--- config.mk ---
export PLATFORM = sky130hd
export DESIGN_NAME = game_state_fsm
export DESIGN_NICKNAME = d
export VERILOG_FILES = /design/src/rtl/game_pkg.sv /design/src/rtl/key_debounce.sv /design/src/rtl/game_state_fsm.sv
export SDC_FILE = /design/constraint.sdc
export NUM_CORES = 1
export LEC_CHECK = 0
export ABC_AREA = 1
export BUFFER_PORTS_ARGS = -buffer_cell sky130_fd_sc_hd__clkbuf_2
export CORE_UTILIZATION = 45
export CTS_CLUSTER_SIZE = 28
export DETAILED_ROUTE_END_ITERATION = 6
export PLACE_DENSITY = 0.73
export SYNTH_ARGS = -nofsm -noshare
export SYNTH_HDL_FRONTEND = slang
export SYNTH_SLANG_ARGS = --single-unit
--- constraint.sdc ---
create_clock -name clk -period 1.7 [get_ports clk]
set_clock_uncertainty 0.2 [all_clocks]
set_input_delay 0.17 -clock clk [delete_from_list [all_inputs] [get_ports clk]]
set_output_delay 0.17 -clock clk [all_outputs]
set_load 0.01 [all_outputs]
--- src/rtl/game_pkg.sv ---
// Shared game-flow encodings: state codes for the FSM, scorer and display,
// plus the button roles.
package game_pkg;

    localparam logic [2:0] ST_IDLE      = 3'd0;
    localparam logic [2:0] ST_COUNTDOWN = 3'd1;
    localparam logic [2:0] ST_RUN       = 3'd2;
    localparam logic [2:0] ST_PAUSE     = 3'd3;
    localparam logic [2:0] ST_OVER      = 3'd4;

    localparam int KEY_START = 0;
    localparam int KEY_QUIT  = 1;

endpackage

--- src/rtl/key_debounce.sv ---
// One active-low button: 2-flop synchroniser, ms-tick debounce counter, and a
// one-cycle press pulse on each debounced 1->0 edge.
module key_debounce #(
    parameter int DEBOUNCE_MS = 20
) (
    input  logic clk,
    input  logic rst_n,
    input  logic key_n,
    input  logic tick_ms,
    output logic level,
    output logic press
);

    localparam int CW = (DEBOUNCE_MS > 1) ? $clog2(DEBOUNCE_MS) : 1;

    logic          sync1_q, sync2_q;
    logic          stable_q, stable_d;
    logic          armed_q;
    logic          press_q;
    logic [CW-1:0] cnt_q, cnt_d;

    always_comb begin
        stable_d = stable_q;
        cnt_d    = cnt_q;
        if (tick_ms) begin
            if (sync2_q != stable_q) begin
                if (cnt_q == CW'(DEBOUNCE_MS - 1)) begin
                    stable_d = sync2_q;
                    cnt_d    = '0;
                end else begin
                    cnt_d = cnt_q + 1'b1;
                end
            end else begin
                cnt_d = '0;
            end
        end
    end

    // Synchronisers reset to "pressed" and presses stay disarmed until the raw
    // key has been seen released, so a key held through reset never pulses.
    always_ff @(posedge clk or negedge rst_n) begin
        if (!rst_n) begin
            sync1_q  <= 1'b0;
            sync2_q  <= 1'b0;
            stable_q <= 1'b1;
            cnt_q    <= '0;
            armed_q  <= 1'b0;
            press_q  <= 1'b0;
        end else begin
            sync1_q  <= key_n;
            sync2_q  <= sync1_q;
            stable_q <= stable_d;
            cnt_q    <= cnt_d;
            armed_q  <= armed_q | sync2_q;
            press_q  <= armed_q & stable_q & ~stable_d;
        end
    end

    assign level = stable_q;
    assign press = press_q;

endmodule

--- src/rtl/game_state_fsm.sv ---
// Button debouncing plus the IDLE/COUNTDOWN/RUN/PAUSE/OVER game-flow FSM.
// Define GAME_FSM_COUNTDOWN_EN to build the COUNTDOWN state and its counters.
module game_state_fsm
    import game_pkg::*;
#(
    parameter int NUM_KEYS    = 2,
    parameter int DEBOUNCE_MS = 20,
    parameter int COUNTDOWN_S = 3,
    parameter int MS_PER_S    = 1000
) (
    input  logic                clk,
    input  logic                rst_n,
    input  logic [NUM_KEYS-1:0] key_n,
    input  logic                tick_ms,
    input  logic                song_end,
    output logic [NUM_KEYS-1:0] key_press,
    output logic [2:0]          state,
    output logic                running,
    output logic [3:0]          cd_sec,
    output logic                state_chg
);

    logic [NUM_KEYS-1:0] key_level;
    logic                key_start, key_quit;
    logic [2:0]          state_q, state_d;
    logic                running_q, chg_q;
    logic                unused_cfg;

    for (genvar gi = 0; gi < NUM_KEYS; gi++) begin : g_key
        key_debounce #(.DEBOUNCE_MS(DEBOUNCE_MS)) u_deb (
            .clk     (clk),
            .rst_n   (rst_n),
            .key_n   (key_n[gi]),
            .tick_ms (tick_ms),
            .level   (key_level[gi]),
            .press   (key_press[gi])
        );
    end

    assign key_start = key_press[KEY_START];
    assign key_quit  = key_press[KEY_QUIT];

`ifdef GAME_FSM_COUNTDOWN_EN
    localparam logic [2:0] ST_START = ST_COUNTDOWN;
    localparam int MS_W = (MS_PER_S > 1) ? $clog2(MS_PER_S) : 1;

    logic [MS_W-1:0] ms_q, ms_d;
    logic [3:0]      cd_q, cd_d;
    logic            cd_done;

    assign cd_done = tick_ms && (ms_q == MS_W'(MS_PER_S - 1)) && (cd_q == 4'd1);

    // Counters follow the FSM's next state: reload on entry, clear on exit.
    always_comb begin
        ms_d = ms_q;
        cd_d = cd_q;
        if (state_d != ST_COUNTDOWN) begin
            ms_d = '0;
            cd_d = '0;
        end else if (state_q != ST_COUNTDOWN) begin
            ms_d = '0;
            cd_d = 4'(COUNTDOWN_S);
        end else if (tick_ms) begin
            if (ms_q == MS_W'(MS_PER_S - 1)) begin
                ms_d = '0;
                cd_d = cd_q - 4'd1;
            end else begin
                ms_d = ms_q + 1'b1;
            end
        end
    end

    always_ff @(posedge clk or negedge rst_n) begin
        if (!rst_n) begin
            ms_q <= '0;
            cd_q <= '0;
        end else begin
            ms_q <= ms_d;
            cd_q <= cd_d;
        end
    end

    assign cd_sec     = cd_q;
    assign unused_cfg = ^key_level;
`else
    localparam logic [2:0] ST_START = ST_RUN;

    assign cd_sec     = 4'd0;
    assign unused_cfg = ^{key_level, 32'(COUNTDOWN_S), 32'(MS_PER_S)};
`endif

    // Priority within every state: song_end > quit > start.
    always_comb begin
        state_d = state_q;
        case (state_q)
            ST_IDLE: begin
                if (key_start) state_d = ST_START;
            end
`ifdef GAME_FSM_COUNTDOWN_EN
            ST_COUNTDOWN: begin
                if (key_quit)     state_d = ST_IDLE;
                else if (cd_done) state_d = ST_RUN;
            end
`endif
            ST_RUN: begin
                if (song_end)       state_d = ST_OVER;
                else if (key_quit)  state_d = ST_IDLE;
                else if (key_start) state_d = ST_PAUSE;
            end
            ST_PAUSE: begin
                if (key_quit)       state_d = ST_IDLE;
                else if (key_start) state_d = ST_START;
            end
            ST_OVER: begin
                if (key_start || key_quit) state_d = ST_IDLE;
            end
            default: state_d = ST_IDLE;
        endcase
    end

    always_ff @(posedge clk or negedge rst_n) begin
        if (!rst_n) begin
            state_q   <= ST_IDLE;
            running_q <= 1'b0;
            chg_q     <= 1'b0;
        end else begin
            state_q   <= state_d;
            running_q <= (state_d == ST_RUN);
            chg_q     <= (state_d != state_q);
        end
    end

    assign state     = state_q;
    assign running   = running_q;
    assign state_chg = chg_q;

endmodule
# ---- After elaboration in Yosys (flattened, before gate mapping)
# Index checks and enable logic that the tools add are counted.
dict set report word_totals {
  elab_cells 53
  input_bits 6
  register_bits 25
  out_inout_bits 11
}
dict set report classes {
  n_eq_ne 9
  n_addsub 2
  muxes 17
  reduce_logical 2
  bitwise_logic 8
}
# cell n
set op_table {}
lappend op_table {{$mux 5} 4}
lappend op_table {{$mux 3} 6}
lappend op_table {{$pmux 3 s4} 1}
lappend op_table {{$add 5x1->5 const B} 2}
lappend op_table {{$eq 5x5->1 const B} 2}
lappend op_table {{$eq 3x2->1 const B} 3}
lappend op_table {{$mux 1} 6}
lappend op_table {{$and 1x1->1} 4}
lappend op_table {{$eq 3x3->1 const B} 1}
lappend op_table {{$logic_not 3->1} 1}
lappend op_table {{$ne 3x3->1} 1}
lappend op_table {{$ne 1x1->1} 2}
lappend op_table {{$not 1->1} 2}
lappend op_table {{$or 1x1->1} 2}
lappend op_table {{$logic_or 1x1->1} 1}

# ---- Longest topological paths before layout
dict set report depth {
  word_depth 6
  mapped_depth 8
  ltp_nobuf 8
}

# ---- Hierarchy
# From an unflattened synthesis, not the netlist that was laid out.
dict set report unflattened {
  hier_cells 152
  area_unflattened_um2 1346.3
}
# module cells_per_inst n_inst seq_area_each_um2 area_each_um2
set modules_own_cells {}
lappend modules_own_cells {key_debounce 50 2 251.5 484.2}
lappend modules_own_cells {game_state_fsm 52 1 125.1 377.9}

# ---- Worst setup path after synthesis
# No wires, ideal clock.
dict set report synth_timing {
  path_kind {flip-flop to flip-flop}
  startpoint {register state_q[2], in the netlist state[2]}
  endpoint {register chg_q, in the netlist state_chg}
  n_path_buf 0
  setup_ps 120
  slack_ps 359
  arrival_time_ps 1021
  path_stages_with_launch 9
  period_less_slack_ps 1341
  required_time_ps 1380
  cell_sequence {dfrtp_1 > inv_1 > nand2_2 > nor2_2 > nand2_2 > nand3_2 > nand2_1 > nor2_1 > nand2_1}
}
dict set report synth_via {
  elab_chain_cells 5
  elab_cells_between_ends 12
  cone_classes {eq/ne (4); mux (7); reduce/logical (1)}
}
# item line_no
set synth_rtl {}
lappend synth_rtl {{start: declaration} game_state_fsm.sv:25} ;# logic [2:0] state_q, state_d;
lappend synth_rtl {{start signal: assignment} game_state_fsm.sv:127} ;# state_q <= state_d;
lappend synth_rtl {{$mux 3} game_state_fsm.sv:108} ;# else if (key_start) state_d = ST_PAUSE;
lappend synth_rtl {{$mux 3} game_state_fsm.sv:107} ;# else if (key_quit) state_d = ST_IDLE;
lappend synth_rtl {{$mux 3} game_state_fsm.sv:106} ;# if (song_end) state_d = ST_OVER;
lappend synth_rtl {{$pmux 3 s4} game_state_fsm.sv:95} ;# case (state_q)
lappend synth_rtl {{$ne 3x3->1 (*)} game_state_fsm.sv:129} ;# chg_q <= (state_d != state_q);
lappend synth_rtl {{end signal: assignment} game_state_fsm.sv:129}
lappend synth_rtl {{end: declaration} game_state_fsm.sv:26} ;# logic running_q, chg_q;
# Mark *: on every way between the ends. The rest lies on a longest branch, timed or not.
# A chain may end at the register's enable or synchronous reset.

# ---- Worst setup path after layout
dict set report layout_timing {
  startpoint {register g_key[0].u_deb.cnt_q[1]}
  endpoint {register g_key[0].u_deb.cnt_q[4]}
}
dict set report layout_via {
  elab_chain_cells 3
  elab_cells_between_ends 4
  cone_classes {add/sub (1); eq/ne (1); mux (2)}
}
# item line_no
set layout_rtl {}
lappend layout_rtl {{start: declaration} key_debounce.sv:20} ;# logic [CW-1:0] cnt_q, cnt_d;
lappend layout_rtl {{start signal: assignment} key_debounce.sv:53} ;# cnt_q <= cnt_d;
lappend layout_rtl {{$add 5x1->5 / $eq 5x5->1 (equally long branches)} {key_debounce.sv:31, key_debounce.sv:27}}
lappend layout_rtl {{$mux 5 (*)} key_debounce.sv:27} ;# if (cnt_q == CW'(DEBOUNCE_MS - 1)) begin
lappend layout_rtl {{$mux 5 (*)} key_debounce.sv:26} ;# if (sync2_q != stable_q) begin
# Marks and branches as above.

==> impl_metrics.csv <==
group,metric,value,unit
setup_path,reg2reg_to,"g_key[0].u_deb.cnt_q[4]",
placement,dp_hpwl,1440,µm
final_layout,antennaDiodeCount,0,
routing,drt-total-wl,1920,µm
min_path,min_path_type,"input pin to flop",
final_layout,area_delta_synth_final,10.4,%
logic_synthesis,synth_flop_cell,"dfrtp_1",
routing,vias_per_cell,5.00,
setup_path,crit_path_start_kind,"flop",
logic_synthesis,synth_cells,126,
cts,cts.path.max_buffers,2,
setup_path,crit_arrival,1.48,ns
logic_synthesis,synth_top_cell_by_area,"dfrtp_1",
timing,worst_pin_slew,0.588,ns
setup_path,critical_path_required,1.72,ns
floorplanning,rows,17,
routing,ant_nets,0,
logic_synthesis,synth_seq_cells,25,
final_layout,stdcell_area,0.00127,mm²
setup_path,slowest_stage,"dfrtp_1",
floorplanning,dieArea,0.00277,mm²
logic_synthesis,synth_top_area_share,49.9,%
min_path,min_from,"tick_ms",
floorplanning,io_pins,17,
global_routing,grt_max_degree,26,
timing,final_max_slew_viol_count,0,
placement,placed_area,0.00121,mm²
timing,fin_crit_sh,85.6,%
floorplanning,core_area,0.00232,mm²
setup_path,cp_cell_sequence,"ha_1 > nand2_1 > nor2_1 > a21oi_1 > nor3_1",
cts,cts_tree,"done",
cts,clockRootBuffer,"clkbuf_4",
placement,io_buffers,12,
min_path,min_delay_path_depth,3,
timing,rsz0062_at_grt,"no",
timing,max_freq,687,MHz
setup_path,r2r_slack,0.25,ns
cts,numCtsBuffers,3,
logic_synthesis,synth_area_per_cell,9.15,µm²
cts,clkTransAtPathRegs,0.12,ns
cts,cts_resized,0,
global_routing,first_global_vias,827,
setup_path,end_kind,"flop",
setup_path,r2r_cells,5,
pwr,power.total,1.10,mW
logic_synthesis,synth.distinct_cells,23,
routing,drc,0,
cts,insertion_delay,0.31,ns
routing,drt_iter0_drc,15,
global_routing,antenna_found_initial,0,
logic_synthesis,yosys-top-cells-area,"dfrtp_1, nand2_1, nor2_1",
logic_synthesis,ys.warnings.count,0,
status,status,"completed",
floorplanning,die_h,52.6,µm
min_path,hold_end,"g_key[0].u_deb.cnt_q[1]",
routing,detail_route.first_pass.iterations,4,
setup_path,cp_max_fo,3,
cts,clock_sinks,25,
logic_synthesis,synth-edff-count,0,
setup_path,critPathMaxStageDelay,0.41,ns
placement,gp_congestion,0.814,
pwr,p_leak,0.653,nW
floorplanning,die_w,52.6,µm
timing,hold_viol_final,0,
global_routing,gr-usage-all-layers,16.8,%
logic_synthesis,synth_area,0.00115,mm²
setup_path,timing.rr.start,"g_key[0].u_deb.cnt_q[1]",
routing,wl_per_cell,11.3,µm
pwr,ir_worst_vdd,0.581,mV
routing,vias,850,
logic_synthesis,async_reset_ff_share,100,%
setup_path,crit_type,"flop to flop",
timing,setup_viol,0,
logic_synthesis,synth-seq-area-share,54.5,%
logic_synthesis,synthTopCellsByCount,"dfrtp_1, nand2_1, nor2_1, inv_1",
logic_synthesis,synth.most_common_cell,"dfrtp_1",
floorplanning,initial_utilization,49.7,%
timing,tns,0,ns
final_layout,finalNetCount,151,
timing,period_needed,1.45,ns
timing,slew_headroom,60.8,%
final_layout,drive_above_1_share,16.9,%
cts,h-tree-depth,1,
global_routing,grt_overflow_total,0,
run,drv_cap,0,
global_routing,grt_first_pass_wirelength,3330,µm
pwr,p_per_area,864,mW/mm²
sequential cells by signal, indices dropped and copies added, names as in the netlist:
signal / count
g_key.u_deb.armed_q: 2
g_key.u_deb.sync1_q: 2
state_chg: 1
g_key.u_deb.press: 2
g_key.u_deb.cnt_q: 10
state: 3
g_key.u_deb.sync2_q: 2
running: 1
g_key.u_deb.level: 2
area by class of cell:
class	count	area [µm²]
flip-flops and latches	25	628
multi-input cells	84	434
clock buffers	4	26.3
fillers	197	1050
well taps	28	35.0
inverters	13	48.8
repair buffers	16	100
cell families after synthesis:
group | after synthesis | share of synthesized area (%)
DFF | 25 | 54.5
buffers and inverters | 20 | 8.80
xor gates and xnor gates | 6 | 4.56
adders and majority gates | 2 | 2.17
and+or+nand+nor | 61 | 24.4
AOI/OAI and AO/OA | 11 | 5.21
other | 1 | 0.325
layout by cell type (no fill, tap or decap):
cell,count
nand3_2,1
or2_2,2
nand2_2,2
xnor2_1,2
dfrtp_1,23
nor2_1,19
o21ai_0,3
conb_1,4
clkbuf_2,12
nor3_1,3
and3_1,1
nor2_2,1
inv_1,13
xor2_1,4
nand3_1,7
clkbuf_1,1
nor3b_2,1
o31ai_1,1
nand2_1,20
a21oi_1,5
clkbuf_4,3
dfstp_2,2
a31oi_1,2
nand4_1,4
dlygate4sd3_1,4
ha_1,2
critical path: cells and delay by family, from the launching register on:
| kind | cells | cell delay [ns] |
|---|---|---|
| compound gates | 1 | 0.08 |
| flops | 1 | 0.41 |
| simple gates | 3 | 0.45 |
| fa+ha+maj | 1 | 0.21 |
how the worst max path moves through the flow:
stage	slack, ns	cells after the start	start	to
finish	0.25	5	g_key[0].u_deb.cnt_q[1]	g_key[0].u_deb.cnt_q[4]
global route	0.13	5	g_key[1].u_deb.level	g_key[1].u_deb.cnt_q[2]
CTS	0.25	5	g_key[0].u_deb.cnt_q[1]	g_key[0].u_deb.cnt_q[4]
detailed placement	0.27	5	g_key[0].u_deb.cnt_q[1]	g_key[0].u_deb.cnt_q[4]
global placement	0.32	8	state[2]	state_chg
floorplan	0.36	8	state[2]	state_chg
metal layers:
| layer | GRT usage (%) | routed length [µm] |
|---|---|---|
| met1 | 18.1 | 814 |
| met2 | 30.6 | 1020 |
| met3 | 6.09 | 67 |
| met4 | 4.39 | 17 |
| met5 | 0 | 0 |
where the power goes:
group	internal, mW	leakage, nW	switching [mW]
combinational	0.0685	0.322	0.0816
sequential	0.647	0.317	0.0480
clock	0.0918	0.0150	0.162
through the flow:
stage | instances | util [%] | hold WS (ns) | setup WS, ns
6_report | 170 | 54.9 | 0.0547 | 0.245
5_1_grt | 170 | 54.9 | 0.0625 | 0.131
4_1_cts | 170 | 54.9 | 0.0261 | 0.248
3_5_place_dp | 162 | 52.0 | 0.00643 | 0.275
3_3_place_gp | 162 | 52.0 | 0.00340 | 0.318
2_1_floorplan | 129 | - | -0.326 | 0.359
repair_timing:
action	CTS	global route
hold buffers	4	0
endpoints found under the hold margin	28	0
setup endpoints to repair	0	0
setup buffers	0	0
No activity file was read; power rests on OpenSTA's default activity.
